==> config.mk <==
export PLATFORM = sky130hd
export DESIGN_NAME = tx_framer
export DESIGN_NICKNAME = d
export VERILOG_FILES = /design/src/rtl/tx_framer_pkg.sv /design/src/rtl/tx_framer_chk_accum.sv /design/src/rtl/tx_framer.sv
export SDC_FILE = /design/constraint.sdc
export NUM_CORES = 1
export LEC_CHECK = 0
export BUFFER_PORTS_ARGS = -buffer_cell sky130_fd_sc_hd__buf_2
export CORE_MARGIN = 5
export CORE_UTILIZATION = 38
export DETAILED_ROUTE_END_ITERATION = 6
export GPL_ROUTABILITY_DRIVEN = 1
export SLEW_MARGIN = 25
export SYNTH_ARGS = -nofsm -noshare
export SYNTH_HDL_FRONTEND = slang
export SYNTH_SLANG_ARGS = --single-unit
==> constraint.sdc <==
create_clock -name clk_i -period 10.5 [get_ports clk_i]
set_input_delay 0.525 -clock clk_i [delete_from_list [all_inputs] [get_ports clk_i]]
set_output_delay 0.525 -clock clk_i [all_outputs]
set_load 0.02 [all_outputs]
==> src/rtl/tx_framer_pkg.sv <==
// rtl/tx_framer_pkg.sv - shared types and constants for the UART frame transmitter
package tx_framer_pkg;

  typedef enum logic [2:0] {
    ST_IDLE,
    ST_SOF,
    ST_TYPE,
    ST_LEN,
    ST_PAY,
    ST_CHK,
    ST_END
  } state_e;

  localparam int CHK_SUM8 = 0;
  localparam int CHK_XOR8 = 1;
  localparam int CHK_CRC8 = 2;

  localparam logic [7:0] CRC8_POLY = 8'h07;

endpackage

==> src/rtl/tx_framer_chk_accum.sv <==
// rtl/tx_framer_chk_accum.sv - combinational one-byte checksum step (sum8, xor8, CRC-8)
module chk_accum
  import tx_framer_pkg::*;
#(
  parameter int MODE = CHK_SUM8
) (
  input  logic [7:0] chk_i,
  input  logic [7:0] data_i,
  output logic [7:0] chk_o
);

  logic [7:0] crc;

  always_comb begin
    chk_o = chk_i + data_i;
    crc   = chk_i ^ data_i;
    // MSB-first, non-reflected CRC: one shift/conditional-xor per data bit
    for (int b = 0; b < 8; b++) begin
      crc = crc[7] ? ({crc[6:0], 1'b0} ^ CRC8_POLY) : {crc[6:0], 1'b0};
    end
    case (MODE)
      CHK_XOR8: chk_o = chk_i ^ data_i;
      CHK_CRC8: chk_o = crc;
      default:  chk_o = chk_i + data_i;
    endcase
  end

endmodule

==> src/rtl/tx_framer.sv <==
// rtl/tx_framer.sv - serialises [SOF][TYPE][LEN][PAYLOAD][CHK] onto a UART byte-strobe interface
module tx_framer
  import tx_framer_pkg::*;
#(
  parameter int         MAX_LEN  = 32,
  parameter logic [7:0] SOF_BYTE = 8'hAA,
  parameter int         CHK_MODE = CHK_SUM8
) (
  input  logic                 clk_i,
  input  logic                 rst_ni,
  input  logic                 start_i,
  input  logic [7:0]           type_byte_i,
  input  logic [7:0]           len_byte_i,
  input  logic [8*MAX_LEN-1:0] payload_bus_i,
  input  logic                 tx_busy_i,
  output logic [7:0]           tx_data_o,
  output logic                 tx_strobe_o,
  output logic                 busy_o,
  output logic                 done_o,
  output logic                 err_o
);

  localparam logic [7:0] MAX_LEN_B = 8'(MAX_LEN);

  state_e               state_q;
  logic [7:0]           type_q, len_q, idx_q, chk_q, tx_data_q;
  logic [8*MAX_LEN-1:0] pay_q;
  logic                 tx_strobe_q, busy_q, done_q, err_q;

  logic       can_issue;
  logic [7:0] cur_byte;
  logic [7:0] chk_d;

  // The gap cycle after every strobe hides the UART's busy-assertion latency
  assign can_issue = !tx_busy_i && !tx_strobe_q;

  always_comb begin
    cur_byte = 8'h00;
    case (state_q)
      ST_SOF:  cur_byte = SOF_BYTE;
      ST_TYPE: cur_byte = type_q;
      ST_LEN:  cur_byte = len_q;
      ST_PAY:  cur_byte = pay_q[8*idx_q +: 8];
      ST_CHK:  cur_byte = chk_q;
      default: cur_byte = 8'h00;
    endcase
  end

  chk_accum #(.MODE(CHK_MODE)) u_chk (
    .chk_i  (chk_q),
    .data_i (cur_byte),
    .chk_o  (chk_d)
  );

  always_ff @(posedge clk_i or negedge rst_ni) begin
    if (!rst_ni) begin
      state_q     <= ST_IDLE;
      type_q      <= 8'h00;
      len_q       <= 8'h00;
      idx_q       <= 8'h00;
      chk_q       <= 8'h00;
      pay_q       <= '0;
      tx_data_q   <= 8'h00;
      tx_strobe_q <= 1'b0;
      busy_q      <= 1'b0;
      done_q      <= 1'b0;
      err_q       <= 1'b0;
    end else begin
      tx_strobe_q <= 1'b0;
      done_q      <= 1'b0;
      err_q       <= 1'b0;
      case (state_q)
        ST_IDLE: begin
          if (start_i) begin
            if (len_byte_i <= MAX_LEN_B) begin
              type_q  <= type_byte_i;
              len_q   <= len_byte_i;
              pay_q   <= payload_bus_i;
              chk_q   <= 8'h00;
              idx_q   <= 8'h00;
              busy_q  <= 1'b1;
              state_q <= ST_SOF;
            end else begin
              err_q <= 1'b1;
            end
          end
        end
        ST_END: begin
          if (can_issue) begin
            busy_q  <= 1'b0;
            done_q  <= 1'b1;
            state_q <= ST_IDLE;
          end
        end
        default: begin
          if (can_issue) begin
            tx_data_q   <= cur_byte;
            tx_strobe_q <= 1'b1;
            case (state_q)
              ST_SOF:  state_q <= ST_TYPE;
              ST_TYPE: begin
                chk_q   <= chk_d;
                state_q <= ST_LEN;
              end
              ST_LEN: begin
                chk_q   <= chk_d;
                state_q <= (len_q == 8'h00) ? ST_CHK : ST_PAY;
              end
              ST_PAY: begin
                chk_q <= chk_d;
                if (idx_q == len_q - 8'd1) begin
                  state_q <= ST_CHK;
                end else begin
                  idx_q <= idx_q + 8'd1;
                end
              end
              ST_CHK:  state_q <= ST_END;
              default: state_q <= ST_IDLE;
            endcase
          end
        end
      endcase
    end
  end

  assign tx_data_o   = tx_data_q;
  assign tx_strobe_o = tx_strobe_q;
  assign busy_o      = busy_q;
  assign done_o      = done_q;
  assign err_o       = err_q;

endmodule

==> flow_metrics.env <==
export IMPL_final_util_pct=46.5
export IMPL_die_area_um2=41800
export IMPL_critical_path_cell_chain="buf_4, buf_12, mux4_2, mux4_2, mux2i_1, nor2_1, a221oi_1, nor2_1, ha_1, a21o_1, a211oi_1, nor2_1, o41ai_1, o21ai_0, and4b_1, a211o_1"
export IMPL_drive_above_1_share_pct=24.9
export IMPL_crit_top_cell="nor2_1"
export IMPL_dp_cells=2251
export IMPL_rsz0062_at_grt="no"
export IMPL_hp_class="in -> async"
export IMPL_cts_hold_buffers_added=0
export IMPL_viasPerCell=5.03
export IMPL_nNetsFinal=2066
export IMPL_synthCells=1532
export IMPL_powerDensity_nw_per_um2=304
export IMPL_cpMaxStageDelayCell="dfrtp_4"
export IMPL_critPathBufInv=2
export IMPL_grt_pass1_vias=12097
export IMPL_cts_resized=0
export IMPL_syn_num_nets=1819
export IMPL_num_vias=11657
export IMPL_syn_avg_cell_area_um2=9.37
export IMPL_ys_seq_elements=303
export IMPL_wl_per_cell_um=19.7
export IMPL_start_util_pct=38.3
export IMPL_synthDistinctLibCells=57
export IMPL_synthFlopType="dfrtp_1"
export IMPL_cts_setup_buffers=0
export IMPL_die_h_um=204
export IMPL_routabilityCongestion=0.896
export IMPL_nFillCells=3670
export IMPL_fin_crit_ns=5.28
export IMPL_drtIter0Drc=742
export IMPL_cpLargestDelayFamily="compound AO/OA/AOI/OAI gates"
export IMPL_setup_ws_ns=5.22
export IMPL_portBuffers=287
export IMPL_drc=0
export IMPL_yosysSeqAreaShare_pct=52.8
export IMPL_finalWirelength_um=45600
export IMPL_setup_viol=0
export IMPL_cts_tree="yes"
export IMPL_cap_violations=0
export IMPL_cts_sinks=303
export IMPL_grt_antenna_before_repair=0
export IMPL_relSlewSlack_pct=31.9
export IMPL_grt_total_usage_pct=21.7
export IMPL_cts_htree_levels=2
export IMPL_period_share_pct=50.3
export IMPL_crit_required_ns=10.89
export IMPL_cp_max_fo=28
export IMPL_grt_pass1_wl_um=70400
export IMPL_netlist_area_um2=14400
export IMPL_path_clk_slew_ns=0.06
export IMPL_hold_viol_final=0
export IMPL_fp_dieW_um=204
export IMPL_synth_top_area_cell="dfrtp_1"
export IMPL_synthToLayoutAreaGrowth_pct=21.5
export IMPL_place_ws_ns=5.14
export IMPL_ir_drop_uv=113
export IMPL_core_area_um2=37500
export IMPL_slowest_delay_ns=0.71
export IMPL_grt_max_degree=119
export IMPL_critPathArrivalTime_ns=5.67
export IMPL_synth_edf_count=0
export IMPL_slew_viol_final=0
export IMPL_clk_latency_ns=0.51
export IMPL_rows=71
export IMPL_synth_commonest_cells="nand2_1, dfrtp_1, mux4_2, clkbuf_1, nor2_1"
export IMPL_synth_area_top_cells="dfrtp_1, nand2_1, mux4_2, clkbuf_1, ha_1"
export IMPL_design_power_total_mw=5.30
export IMPL_max_slew_worst_pin_slew_ns=1.02
export IMPL_cp_end_kind="register"
export IMPL_path_class="reg -> reg"
export IMPL_ant_nets=0
export IMPL_clockBufferDepth=3
export IMPL_final_setup_tns_ns=0
export IMPL_fin_worst_skew_ns=0.0132
export IMPL_ys_warnings_count=0
export IMPL_cts_root_buf="clkbuf_16"
export IMPL_timing_fmax_ghz=0.189
export IMPL_yosys_cell_count_top_type="nand2_1"
export IMPL_critical_path_startpoint_type="register"
export IMPL_p_leak_nw=9.18
export IMPL_post_dp_hpwl_um=33600
export IMPL_ios=288
export IMPL_status="complete, no violations"
export IMPL_final_cell_count_no_fill=2317
export IMPL_yosysTopAreaCellShare_pct=52.8
export IMPL_async_flop_share_pct=100
export IMPL_numCtsBuffers=36
export IMPL_grt_overflow=0
export IMPL_firstDrtPassIters=5
[per-layer routing]
layer / vias to the layer above / GRT usage, % / routed length (um)
li1: 5514 / - / -
met1: 5715 / 30.1 / 19600
met2: 367 / 36.1 / 22200
met3: 61 / 3.03 / 2470
met4: 0 / 5.91 / 1290
met5: - / 0 / 0
[metrics by stage]
stage / area, um^2 / hold slack (ns)
floorplan: 14400 / 0.229
global placement: 16200 / 0.453
detailed placement: 16200 / 0.458
CTS: 17400 / 0.116
global route: 17400 / 0.158
finish: 17500 / 0.0748
[layout by cell type (no fill, tap or decap), types with 6 or more instances in the layout]
cell and count:
clkbuf_16 37, a21oi_1 10, nor2_1 28, nand2b_1 10, nor3_1 8, o21ai_0 18, buf_4 12, clkbuf_8 10
nand2_1 848, nand4_1 6, o22ai_1 6, ha_1 10, inv_1 9, nor2b_1 7, mux2i_1 8, xnor2_1 8
dfrtp_1 301, o31ai_1 9, clkbuf_1 8, mux4_2 78, buf_2 286
[final cells by class]
class	count	area (um^2)	area share, %
inverter	9	33.8	0.194
timing repair buffer	302	1580	9.05
antenna	1	2.50	0.0143
multi-input combinational	1127	6380	36.6
clock inverter	9	130	0.746
sequential	303	7590	43.5
clock buffer	55	1090	6.27
tap	511	639	3.66
[final timing paths]
check,start,to,slack [ns],depth (start not counted)
worst max register to register,idx_q[0]$_DFFE_PN0P_,chk_q[7]$_DFFE_PN0P_,5.22,16
min in group clk_i,payload_bus_i[19],pay_q[19]$_DFFE_PN0P_,0.20,3
worst max-delay path,idx_q[0]$_DFFE_PN0P_,chk_q[7]$_DFFE_PN0P_,5.22,16
worst min-delay path,rst_ni,pay_q[157]$_DFFE_PN0P_,0.07,1
max in group asynchronous,rst_ni,pay_q[42]$_DFFE_PN0P_,8.31,3
worst min register to register,pay_q[14]$_DFFE_PN0P_,pay_q[14]$_DFFE_PN0P_,0.47,2
[kinds of logic after synthesis]
logic type	Yosys count	share of synthesized area [%]
adder cells (fa/ha/maj)	12	1.08
AND/OR/NAND/NOR	931	25.4
buffers and inverters	102	2.85
AO/OA/AOI/OAI	82	4.10
XOR/XNOR	13	0.793
flip-flops	303	52.8
multiplexers	89	13.0
[state kept, by name, indices dropped and copies added, names as in the netlist]
name	flops
chk_q	8
tx_strobe_o	1
busy_o	1
type_q	8
tx_data_o	8
state_q	3
idx_q	8
pay_q	256
len_q	8
done_o	1
err_o	1
[where the power goes]
part	leakage, nW	switching (mW)	internal [mW]	total, mW
logic	4.63	0.893	0.901	1.79
clock network	0.601	0.486	0.792	1.28
registers	3.96	0.511	1.72	2.23
No activity file was read; power rests on OpenSTA's default activity.
